`src/rtl/tlul_reg_arbiter_if.sv`:
```
// Register-target bus between tlul_reg_arbiter (master) and a register block (slave).
interface tlul_reg_arbiter_if #(
    parameter int unsigned RegAw = 8,
    parameter int unsigned RegDw = 32
) ();
    localparam int unsigned RegBw = RegDw / 8;

    logic             re;
    logic             we;
    logic [RegAw-1:0] addr;
    logic [RegDw-1:0] wdata;
    logic [RegBw-1:0] be;
    logic             busy;
    logic [RegDw-1:0] rdata;
    logic             error;

    modport master (
        output re, we, addr, wdata, be,
        input  busy, rdata, error
    );

    modport slave (
        input  re, we, addr, wdata, be,
        output busy, rdata, error
    );
endinterface

```
`src/rtl/tlul_reg_arbiter.sv`:
```
// Round-robin arbiter sharing one register port between NumReq request/response masters.
// Optional busy watchdog enabled by defining TLUL_REG_ARB_TIMEOUT_EN.
module tlul_reg_arbiter #(
    parameter int unsigned NumReq        = 2,
    parameter int unsigned RegAw         = 8,
    parameter int unsigned RegDw         = 32,
    parameter int unsigned AccessLatency = 0,
    parameter int unsigned TimeoutCycles = 64
) (
    input  logic                               clk_i,
    input  logic                               rst_i,
    input  logic [NumReq-1:0]                  req_valid_i,
    output logic [NumReq-1:0]                  req_ready_o,
    input  logic [NumReq-1:0]                  req_write_i,
    input  logic [NumReq-1:0][RegAw-1:0]       req_addr_i,
    input  logic [NumReq-1:0][RegDw-1:0]       req_wdata_i,
    input  logic [NumReq-1:0][RegDw/8-1:0]     req_be_i,
    output logic [NumReq-1:0]                  rsp_valid_o,
    input  logic [NumReq-1:0]                  rsp_ready_i,
    output logic [RegDw-1:0]                   rsp_rdata_o,
    output logic                               rsp_error_o,
    tlul_reg_arbiter_if.master                 reg_if
);
    localparam int unsigned RegBw = RegDw / 8;
    localparam int unsigned IdxW  = (NumReq > 1) ? $clog2(NumReq) : 1;

    typedef enum logic [1:0] {StIdle, StIssue, StWait, StResp} state_e;

    state_e           state_q, state_d;
    logic [IdxW-1:0]  rr_q, rr_d;
    logic [IdxW-1:0]  gnt_q, gnt_d;
    logic             write_q, write_d;
    logic [RegAw-1:0] addr_q, addr_d;
    logic [RegDw-1:0] wdata_q, wdata_d;
    logic [RegBw-1:0] be_q, be_d;
    logic [RegDw-1:0] rdata_q, rdata_d;
    logic             error_q, error_d;

    logic             gnt_found;
    logic [IdxW-1:0]  gnt_idx;
    logic [RegDw-1:0] capt_rdata;

`ifdef TLUL_REG_ARB_TIMEOUT_EN
    localparam int unsigned CntW = $clog2(TimeoutCycles + 1);
    logic [CntW-1:0] cnt_q, cnt_d;
`else
    logic unused_timeout_cfg;
    assign unused_timeout_cfg = ^32'(TimeoutCycles);
`endif

    // Two passes: lowest valid index at/after rr_q, else lowest valid index overall (wrap).
    always_comb begin
        gnt_found = 1'b0;
        gnt_idx   = '0;
        for (int unsigned k = 0; k < NumReq; k++) begin
            if (!gnt_found && req_valid_i[k] && (32'(rr_q) <= k)) begin
                gnt_found = 1'b1;
                gnt_idx   = IdxW'(k);
            end
        end
        for (int unsigned k = 0; k < NumReq; k++) begin
            if (!gnt_found && req_valid_i[k]) begin
                gnt_found = 1'b1;
                gnt_idx   = IdxW'(k);
            end
        end
    end

    assign capt_rdata = (write_q || reg_if.error) ? '1 : reg_if.rdata;

    always_comb begin
        state_d      = state_q;
        rr_d         = rr_q;
        gnt_d        = gnt_q;
        write_d      = write_q;
        addr_d       = addr_q;
        wdata_d      = wdata_q;
        be_d         = be_q;
        rdata_d      = rdata_q;
        error_d      = error_q;
        req_ready_o  = '0;
        rsp_valid_o  = '0;
        rsp_rdata_o  = '0;
        rsp_error_o  = 1'b0;
        reg_if.re    = 1'b0;
        reg_if.we    = 1'b0;
        reg_if.addr  = '0;
        reg_if.wdata = '0;
        reg_if.be    = '0;
`ifdef TLUL_REG_ARB_TIMEOUT_EN
        cnt_d        = cnt_q;
`endif
        unique case (state_q)
            StIdle: begin
                if (gnt_found) begin
                    req_ready_o = NumReq'(1) << gnt_idx;
                    gnt_d       = gnt_idx;
                    write_d     = req_write_i[gnt_idx];
                    addr_d      = req_addr_i[gnt_idx];
                    wdata_d     = req_wdata_i[gnt_idx];
                    be_d        = req_be_i[gnt_idx];
`ifdef TLUL_REG_ARB_TIMEOUT_EN
                    cnt_d       = '0;
`endif
                    state_d     = StIssue;
                end
            end
            StIssue: begin
                reg_if.addr  = {addr_q[RegAw-1:2], 2'b00};
                reg_if.wdata = wdata_q;
                reg_if.be    = be_q;
                if (!reg_if.busy) begin
                    reg_if.re = !write_q;
                    reg_if.we = write_q;
                    if (AccessLatency == 0) begin
                        rdata_d = capt_rdata;
                        error_d = reg_if.error;
                        state_d = StResp;
                    end else begin
                        state_d = StWait;
                    end
                end
`ifdef TLUL_REG_ARB_TIMEOUT_EN
                else if (cnt_q == CntW'(TimeoutCycles - 1)) begin
                    rdata_d = '1;
                    error_d = 1'b1;
                    state_d = StResp;
                end else begin
                    cnt_d = cnt_q + 1'b1;
                end
`endif
            end
            StWait: begin
                rdata_d = capt_rdata;
                error_d = reg_if.error;
                state_d = StResp;
            end
            StResp: begin
                rsp_valid_o = NumReq'(1) << gnt_q;
                rsp_rdata_o = rdata_q;
                rsp_error_o = error_q;
                if (rsp_ready_i[gnt_q]) begin
                    state_d = StIdle;
                    rr_d    = (32'(gnt_q) == NumReq - 1) ? '0 : gnt_q + 1'b1;
                end
            end
            default: state_d = StIdle;
        endcase
    end

    always_ff @(posedge clk_i) begin
        if (rst_i) begin
            state_q <= StIdle;
            rr_q    <= '0;
            gnt_q   <= '0;
            write_q <= 1'b0;
            addr_q  <= '0;
            wdata_q <= '0;
            be_q    <= '0;
            rdata_q <= '0;
            error_q <= 1'b0;
`ifdef TLUL_REG_ARB_TIMEOUT_EN
            cnt_q   <= '0;
`endif
        end else begin
            state_q <= state_d;
            rr_q    <= rr_d;
            gnt_q   <= gnt_d;
            write_q <= write_d;
            addr_q  <= addr_d;
            wdata_q <= wdata_d;
            be_q    <= be_d;
            rdata_q <= rdata_d;
            error_q <= error_d;
`ifdef TLUL_REG_ARB_TIMEOUT_EN
            cnt_q   <= cnt_d;
`endif
        end
    end
endmodule

```
`src/flat_wrapper.sv`:
```
// flat-port wrapper written by rule: the top's interface ports become plain ports
module tlul_reg_arbiter_flat 
#(
    parameter int unsigned NumReq        = 2,
    parameter int unsigned RegAw         = 8,
    parameter int unsigned RegDw         = 32,
    parameter int unsigned AccessLatency = 0,
    parameter int unsigned TimeoutCycles = 64
)
  (clk_i, rst_i, req_valid_i, req_ready_o, req_write_i, req_addr_i, req_wdata_i, req_be_i, rsp_valid_o, rsp_ready_i, rsp_rdata_o, rsp_error_o, reg_if_re, reg_if_we, reg_if_addr, reg_if_wdata, reg_if_be, reg_if_busy, reg_if_rdata, reg_if_error);
  tlul_reg_arbiter_if #(.RegAw(RegAw), .RegDw(RegDw)) reg_if_i ();
  input  logic clk_i;
  input  logic rst_i;
  input  logic [NumReq-1:0] req_valid_i;
  output logic [NumReq-1:0] req_ready_o;
  input  logic [NumReq-1:0] req_write_i;
  input  logic [NumReq-1:0][RegAw-1:0] req_addr_i;
  input  logic [NumReq-1:0][RegDw-1:0] req_wdata_i;
  input  logic [NumReq-1:0][RegDw/8-1:0] req_be_i;
  output logic [NumReq-1:0] rsp_valid_o;
  input  logic [NumReq-1:0] rsp_ready_i;
  output logic [RegDw-1:0] rsp_rdata_o;
  output logic rsp_error_o;
  output wire logic [$bits(reg_if_i.re)-1:0] reg_if_re;
  output wire logic [$bits(reg_if_i.we)-1:0] reg_if_we;
  output wire logic [$bits(reg_if_i.addr)-1:0] reg_if_addr;
  output wire logic [$bits(reg_if_i.wdata)-1:0] reg_if_wdata;
  output wire logic [$bits(reg_if_i.be)-1:0] reg_if_be;
  input wire logic [$bits(reg_if_i.busy)-1:0] reg_if_busy;
  input wire logic [$bits(reg_if_i.rdata)-1:0] reg_if_rdata;
  input wire logic [$bits(reg_if_i.error)-1:0] reg_if_error;
  assign reg_if_re = reg_if_i.re;
  assign reg_if_we = reg_if_i.we;
  assign reg_if_addr = reg_if_i.addr;
  assign reg_if_wdata = reg_if_i.wdata;
  assign reg_if_be = reg_if_i.be;
  assign reg_if_i.busy = reg_if_busy;
  assign reg_if_i.rdata = reg_if_rdata;
  assign reg_if_i.error = reg_if_error;
  tlul_reg_arbiter #(.NumReq(NumReq), .RegAw(RegAw), .RegDw(RegDw), .AccessLatency(AccessLatency), .TimeoutCycles(TimeoutCycles)) u_core (.clk_i(clk_i), .rst_i(rst_i), .req_valid_i(req_valid_i), .req_ready_o(req_ready_o), .req_write_i(req_write_i), .req_addr_i(req_addr_i), .req_wdata_i(req_wdata_i), .req_be_i(req_be_i), .rsp_valid_o(rsp_valid_o), .rsp_ready_i(rsp_ready_i), .rsp_rdata_o(rsp_rdata_o), .rsp_error_o(rsp_error_o), .reg_if(reg_if_i));
endmodule
```
`config.mk`:
```
export PLATFORM = sky130hd
export DESIGN_NAME = tlul_reg_arbiter_flat
export DESIGN_NICKNAME = d
export VERILOG_FILES = /design/src/rtl/tlul_reg_arbiter_if.sv /design/src/rtl/tlul_reg_arbiter.sv /design/src/flat_wrapper.sv
export SDC_FILE = /design/constraint.sdc
export NUM_CORES = 1
export LEC_CHECK = 0
export ABC_AREA = 1
export BUFFER_PORTS_ARGS = -buffer_cell sky130_fd_sc_hd__buf_4
export CAP_MARGIN = 20
export CORE_MARGIN = 2
export CORE_UTILIZATION = 47
export DETAILED_ROUTE_END_ITERATION = 7
export HOLD_SLACK_MARGIN = 0.15
export PLACE_DENSITY_LB_ADDON = 0.12
export SLEW_MARGIN = 15
export SYNTH_ARGS = -nofsm -noshare
export SYNTH_HDL_FRONTEND = slang
export SYNTH_SLANG_ARGS = --single-unit
```
`constraint.sdc`:
```
create_clock -name clk_i -period 2.1 [get_ports clk_i]
set_clock_uncertainty 0.1 [all_clocks]
set_input_delay 0.21 -clock clk_i [delete_from_list [all_inputs] [get_ports clk_i]]
set_output_delay 0.21 -clock clk_i [all_outputs]
set_load 0.1 [all_outputs]
```
==> metrics.yaml, run 1 <==
sta:
  drv_slew: 0
  hold_viol: 0
  worstMarginPinSlew_ps: 687
  period_share_pct: 96.0
  hold_slack_ps: 181
  maxSlewHeadroom_pct: 54.0
  clock.fmax_mhz: 496
  setup_viol: 0
  fin_crit_ps: 2020
  rsz0062_at_grt: "yes"
power:
  p_total_mw: 7.12
  power.internal_mw: 3.64
  powerDensity_mw_per_mm2: 940
  p_switching_mw: 3.47
  p_sw_share_pct: 48.8
  pwr-share-seq_pct: 30.4
  power.share.clock_pct: 16.5
  comb_power_share_pct: 53.1
  vdd_drop_max_mv: 0.548
  leakage_nw: 4.38
placed_design:
  dp_hpwl_mm: 8.82
  gp_congestion: 0.833
  port_buffers: 206
floorplan:
  rows: 35
  die-area_mm2: 0.0104
  num_io_pins: 213
  core_mm2: 0.00928
  die_width_um: 102
  fp.dieH_um: 102
  start_util_pct: 48.7
yosys:
  yosysSeqAreaShare_pct: 35.4
  synth_area_mm2: 0.00452
  yosysUniqueCellTypes: 28
  syn_area_per_cell_um2: 6.30
  ys_ff_latch: 80
  synth_cells: 717
  ys_warn_count: 0
drt:
  drt_wl_total_mm: 16.0
  first_iter_violations: 243
  viasPerCell: 4.92
  dr.pass1.iters: 4
  drc: 0
  wire_per_inst_um: 13.9
  postRouteAntennaNets: 0
  vias: 5678
worst_setup_path:
  ff2ff_setup_slack_ps: 80
  worstSetupEndpointType: "flip-flop"
  startpoint_type: "flip-flop"
  worst-path-max-fanout: 33
  crit_chain: "inv_1 -> ha_4 -> buf_4 -> nand2_2 -> o21ai_4 -> inv_2 -> o21ai_0 -> nor2_1"
  required_ps: 2270
  cp_slowest_cell: "dfxtp_1"
  critPathMaxStageDelay_ps: 440
  crit_type: "reg -> reg"
  arrival_ps: 2180
final_layout:
  nets: 1155
  post-route-util_pct: 81.5
  drive_gt1_share_pct: 25.6
  syn2layout_area_growth_pct: 67.6
global_route:
  grt_pass1_vias: 5444
  grt_overflow: 0
  grt_pass1_wl_mm: 25.0
  antenna_found_initial: 0
  grt.total_usage_pct: 29.9
  grt_max_degree: 60
cts:
  cts_made_buffers: 9
  clkTransAtPathRegs_ps: 90
  clockRootBuffer: "clkbuf_8"
  clk-insertion-delay-late_ps: 340
  ctsLongestPathBuffers: 2
  htreeDepth: 3
  cts_tree: "done"
  clock-sinks: 80
hold_path:
  worstHoldPathType: "in -> reg"
status:
  status: "finished clean"
flow_run:
  drv_cap: 0
## worst max-delay path: cells and delay by family (launching register included)
family | cells | cell delay (ps)
AO/OA/AOI/OAI | 2 | 310
adder cells (fa/ha/maj) | 1 | 210
buffers and inverters | 3 | 620
flip-flops | 1 | 440
AND/OR/NAND/NOR | 2 | 260
## per-stage QoR
stage	cell area [um2]	cells	TNS [ps]	setup slack, ps
after floorplan	4520	718	-515	-258
after global placement	6030	1013	0	316
after detailed placement	6030	1013	0	250
after CTS	7460	1150	0	10.5
after global routing	7570	1154	-68.7	-61.4
final	7570	1155	0	84.9
## kinds of logic (layout without fill, tap and decap cells)
family          count (synthesis)  after routing  synth area share [%]
flops                          80             80                  35.4
compound gates                 40             40                  4.93
fa+ha+maj                       5              5                  1.38
buf+inv                       186            492                  18.1
other cells                     1              3                0.0830
simple gates                  405            406                  40.1
## worst paths after layout
| path | from | endpoint | cells past startpoint |
|---|---|---|---|
| worst min-delay path | req_wdata_i[37] | u_core.wdata_q[5] | 5 |
| worst max-delay path | u_core.state_q[1] | u_core.rdata_q[12] | 8 |
| worst min register to register | u_core.error_q | u_core.error_q | 2 |
| worst max register to register | u_core.state_q[1] | u_core.rdata_q[12] | 8 |
## cell type report
class	count	area, um2
diodes	1	2.50
fillers	609	1710
well taps	129	161
multi-input cells	453	2150
clock inverters	7	78.8
flip-flops and latches	80	1600
repair buffers	341	2940
clock buffers	9	124
inverters	135	507
## cell usage in the layout, fill, tap and decap left out
cell / n
dfxtp_2: 1
clkinvlp_4: 3
inv_6: 2
ha_1: 2
diode_2: 1
o21ai_4: 2
nand2_8: 2
nand4_1: 24
bufinv_16: 1
buf_12: 2
nand2_4: 1
o21ai_1: 4
nor2_1: 79
nor2_8: 1
inv_1: 133
clkbuf_8: 9
nand2_2: 1
buf_4: 205
nor3_1: 32
ha_2: 1
or2_1: 1
inv_2: 2
nor2_2: 1
ha_4: 2
nand3_1: 60
nand3_2: 10
buf_6: 13
conb_1: 2
nor2_4: 1
dfxtp_1: 79
a21oi_1: 4
nand2_1: 193
clkinv_4: 1
buf_8: 1
dlygate4sd3_1: 120
o21ai_0: 30
## layer usage
metal / global-route usage [%] / up-vias / share of wire [%]
met2: 54.0 / 266 / 52
met3: 6.16 / 56 / 6.5
li1: - / 2777 / -
met4: 14.8 / 0 / 3.9
met1: 33.3 / 2579 / 38
met5: 0 / - / 0
## state kept, by name (all words and copies together) (netlist names)
signal / count
u_core.wdata_q: 32
u_core.be_q: 4
u_core.rdata_q: 32
u_core.write_q: 1
u_core.error_q: 1
u_core.gnt_q: 1
u_core.rr_q: 1
u_core.addr_q: 6
u_core.state_q: 2
## power by group through the flow
| stage | logic (mW) | clock network, mW | registers (mW) |
|---|---|---|---|
| finish | 3.78 | 1.17 | 2.17 |
| global route | 4.07 | 1.27 | 2.21 |
| CTS | 3.68 | 1.19 | 2.14 |
| detailed placement | 3.46 | 0 | 2.17 |
| global placement | 3.39 | 0 | 2.15 |
| floorplan | 2.72 | 0 | 2.12 |
## Yosys cell counts
library cell,number,area (um2)
nand2_1,193,724
inv_1,133,499
dfxtp_1,80,1600
nor2_1,80,300
nand3_1,60,300
nor3_1,32,160
o21ai_0,30,150
nand4_1,24,150
buf_2,19,95.1
clkbuf_1,12,45.0
buf_6,10,113
nand3_2,10,100
buf_1,6,22.5
ha_1,5,62.6
a21oi_1,4,20.0
o21ai_1,4,20.0
buf_4,2,15.0
inv_2,2,7.51
o21ai_4,2,32.5
buf_8,1,15.0
clkbuf_2,1,5.00
conb_1,1,3.75
nand2_2,1,6.26
nand2_4,1,11.3
nand2_8,1,20.0
nor2_4,1,11.3
nor2_8,1,20.0
or2_1,1,6.26
## what timing repair did
action / in CTS / in global routing
hold buffers: 120 / 0
setup endpoints to repair: 40 / 68
pin swaps: 1 / 0
gates cloned: 1 / 0
setup buffers: 0 / 3
resized for setup: 3 / 16
endpoints found under the hold margin: 78 / 0
(Power assumes the default switching activity.)
==> run 2, diff against run 1 <==
--- a/config.mk
+++ b/config.mk
@@ -9,7 +9,7 @@
 export BUFFER_PORTS_ARGS = -buffer_cell sky130_fd_sc_hd__buf_4
 export CAP_MARGIN = 20
 export CORE_MARGIN = 2
-export CORE_UTILIZATION = 47
+export CORE_UTILIZATION = 40
 export DETAILED_ROUTE_END_ITERATION = 7
 export HOLD_SLACK_MARGIN = 0.15
 export PLACE_DENSITY_LB_ADDON = 0.12
==> run 2 against run 1 <==
Cell count increased by 0.26%. Largest cell class unchanged. Sequential cell count did not move. Highest routed layer unchanged. Count of clock-buffer cells in the layout up 2. Critical path depth fell by 3. Register-to-register slack better by 140 ps. Global-route usage decreased by 4.9 points. Largest power group unchanged. Critical endpoint is now rsp_rdata_o[6]. Routed wire length fell by 4.1%. Non-clock buffer count down 7.
==> metrics.yaml, run 2 (synthesized netlist as in run 1, its figures left out) <==
status:
  status: "finished clean"
drt:
  first_iter_violations: 389  # +60%
  met2WireLength_mm: 7.98  # -3.3%
  wl_met3_um: 908  # -12%
  wire_per_inst_um: 13.3  # -4.3%
  met1_length_mm: 6.14  # +0.64%
  vias: 5499  # -3.2%
  drc: 0  # unchanged
  dr.pass1.iters: 5  # +1
  postRouteAntennaNets: 0  # unchanged
  highest_layer: "met4"
  viasPerCell: 4.75  # -3.4%
  drt_wl_total_mm: 15.4  # -4.1%
final_layout:
  syn2layout_area_growth_pct: 69.3
  drive_gt1_share_pct: 25.3  # -0.22 points
  mostFrequentLayoutCells: "buf_4 (204), nand2_1 (193), inv_1 (133), dlygate4sd3_1 (115), dfxtp_1 (80)"
  final_common_cell: "buf_4"
  nFillCells: 882  # +45%
  ff_latch_area_mm2: 0.00160  # about the same
  nets: 1148  # -0.61%
  multi_input_area_mm2: 0.00215  # -0.12%
  n_antenna_cell: 0  # -1
  reg_top3: "u_core.rdata_q (32), u_core.wdata_q (32), u_core.addr_q (6)"
global_route:
  grt_pass1_vias: 5297  # -2.7%
  grt_overflow: 0  # unchanged
  grt_max_degree: 60  # unchanged
  grt_pass1_wl_mm: 24.0  # -4.0%
  grt.total_usage_pct: 25.0  # -4.9 points
  antenna_found_initial: 0  # unchanged
placed_design:
  dp_hpwl_mm: 8.94  # +1.4%
  port_buffers: 206  # unchanged
  post-place-ws_ps: 246  # -3.83 ps
  gp_congestion: 0.804  # -3.5%
power:
  pwr-share-seq_pct: 28.3  # -2.1 points
  powerDensity_mw_per_mm2: 996  # +5.9%
  comb_power_share_pct: 48.9  # -4.2 points
  power.share.clock_pct: 22.8  # +6.3 points
  p_sw_share_pct: 45.1  # -3.7 points
  leakage_nw: 4.43  # +1.1%
  vdd_drop_max_mv: 0.604  # +10%
  p_total_mw: 7.62  # +7.1%
  power.internal_mw: 4.18  # +15%
  p_switching_mw: 3.44  # -1.0%
sta:
  drv_slew: 0  # unchanged
  fin_crit_ps: 1990  # -22.5 ps
  finalSetupTns_ps: 0  # unchanged
  hold_viol: 0  # unchanged
  rsz0062_at_grt: "no"
  worstMarginPinSlew_ps: 680  # -7.40 ps
  setup_ws_ps: 107  # +22.5 ps
  maxSlewHeadroom_pct: 54.5  # +0.50 points
  setup_viol: 0  # unchanged
  period_share_pct: 94.9  # -1.1 points
  clock.fmax_mhz: 502  # +1.1%
worst_setup_path:
  critPathMaxStageDelay_ps: 480  # +40 ps
  critPathTopFamily: "buffers and inverters"
  worstSetupEndpointType: "output pin"
  crit_type: "reg -> out"
  cp_num_buf_inv: 3  # unchanged
  arrival_ps: 1680  # -500 ps
  worst-path-max-fanout: 20  # -39%
  cp_slowest_cell: "dfxtp_1"
  startpoint_type: "flip-flop"
  required_ps: 1790  # -480 ps
  crit_chain: "ha_4 -> buf_6 -> nand2_1 -> inv_1 -> buf_4"
floorplan:
  fp.dieH_um: 110  # +8.1%
  start_util_pct: 41.3  # -7.3 points
  rows: 38  # +8.6%
  num_io_pins: 213  # unchanged
  die_width_um: 110  # +8.1%
  core_mm2: 0.0109  # +18%
  die-area_mm2: 0.0122  # +17%
hold_path:
  worstHoldPathType: "in -> reg"
cts:
  htreeDepth: 3  # unchanged
  clk-insertion-delay-late_ps: 330  # about the same
  cts_tree: "done"
  clockRootBuffer: "clkbuf_16"
  clkTransAtPathRegs_ps: 60  # -30 ps
  cts_made_buffers: 9  # unchanged
  clock-sinks: 80  # unchanged
  ctsLongestPathBuffers: 2  # unchanged
flow_run:
  drv_cap: 0  # unchanged
==> run 2: cell types whose count changed in the layout (fill, tap and decap cells not counted), sizes merged <==
cell and change:
clkbuf +2, diode -1, bufinv +1, clkinvlp -3
buf -2, dlygate4sd3 -5
==> run 2: area by class of cell <==
class                           count  area share [%]
Clock buffer                       11            3.30
Timing Repair Buffer              334            37.6
Sequential cell                    80            20.9
Clock inverter                      5            1.13
Multi-Input combinational cell    453            28.1
Tap cell                          140            2.29
Inverter                          135            6.62
==> run 2: worst reg2reg max path, delay by kind of cell, from the launching register on <==
| kind | cells | cell delay, ps |
|---|---|---|
| DFF | 1 | 370 |
| buffers and inverters | 4 | 700 |
| and+or+nand+nor | 3 | 390 |
| adders and majority gates | 1 | 230 |
==> run 2: final timing paths <==
path                          start                 to  slack [ps]  cells after the start
setup reg to reg  u_core.state_q[1]     u_core.write_q         220                      8
hold reg to reg      u_core.error_q     u_core.error_q         380                      2
setup / recovery  u_core.state_q[0]     rsp_rdata_o[6]         110                      5
hold / removal      req_wdata_i[38]  u_core.wdata_q[6]         150                      5
==> run 2: power groups by stage <==
stage          registers [mW]  clock network [mW]  logic [mW]
6_report                 2.16                1.73        3.73
3_3_place_gp             2.16                   0        3.38
5_1_grt                  2.21                1.84        4.05
3_5_place_dp             2.17                   0        3.43
2_1_floorplan            2.12                   0        2.72
4_1_cts                  2.14                1.78        3.62
==> run 2: per-layer routing <==
metal  GRT usage (%)  vias up
met5               0        -
met4            8.93        0
met3            5.76       35
met2            45.4      202
met1            28.4     2492
li1                -     2770
==> run 2: repair_timing <==
action                     4_1_cts  5_1_grt
hold endpoints to repair        78        0
cloned                           1        0
hold buffers                   115        0
gates resized for setup          0       18
setup endpoints to repair       55       70
buffers inserted                 0        2
pin swaps                        1        1
==> run 2: per-stage QoR <==
step	area, um2	std cells	hold slack, ps	util [%]
2_1_floorplan	4520	718	252	-
3_3_place_gp	6040	1023	340	55.2
3_5_place_dp	6040	1023	344	55.2
4_1_cts	7540	1155	154	68.9
5_1_grt	7650	1158	174	70.0
6_report	7650	1158	153	70.0
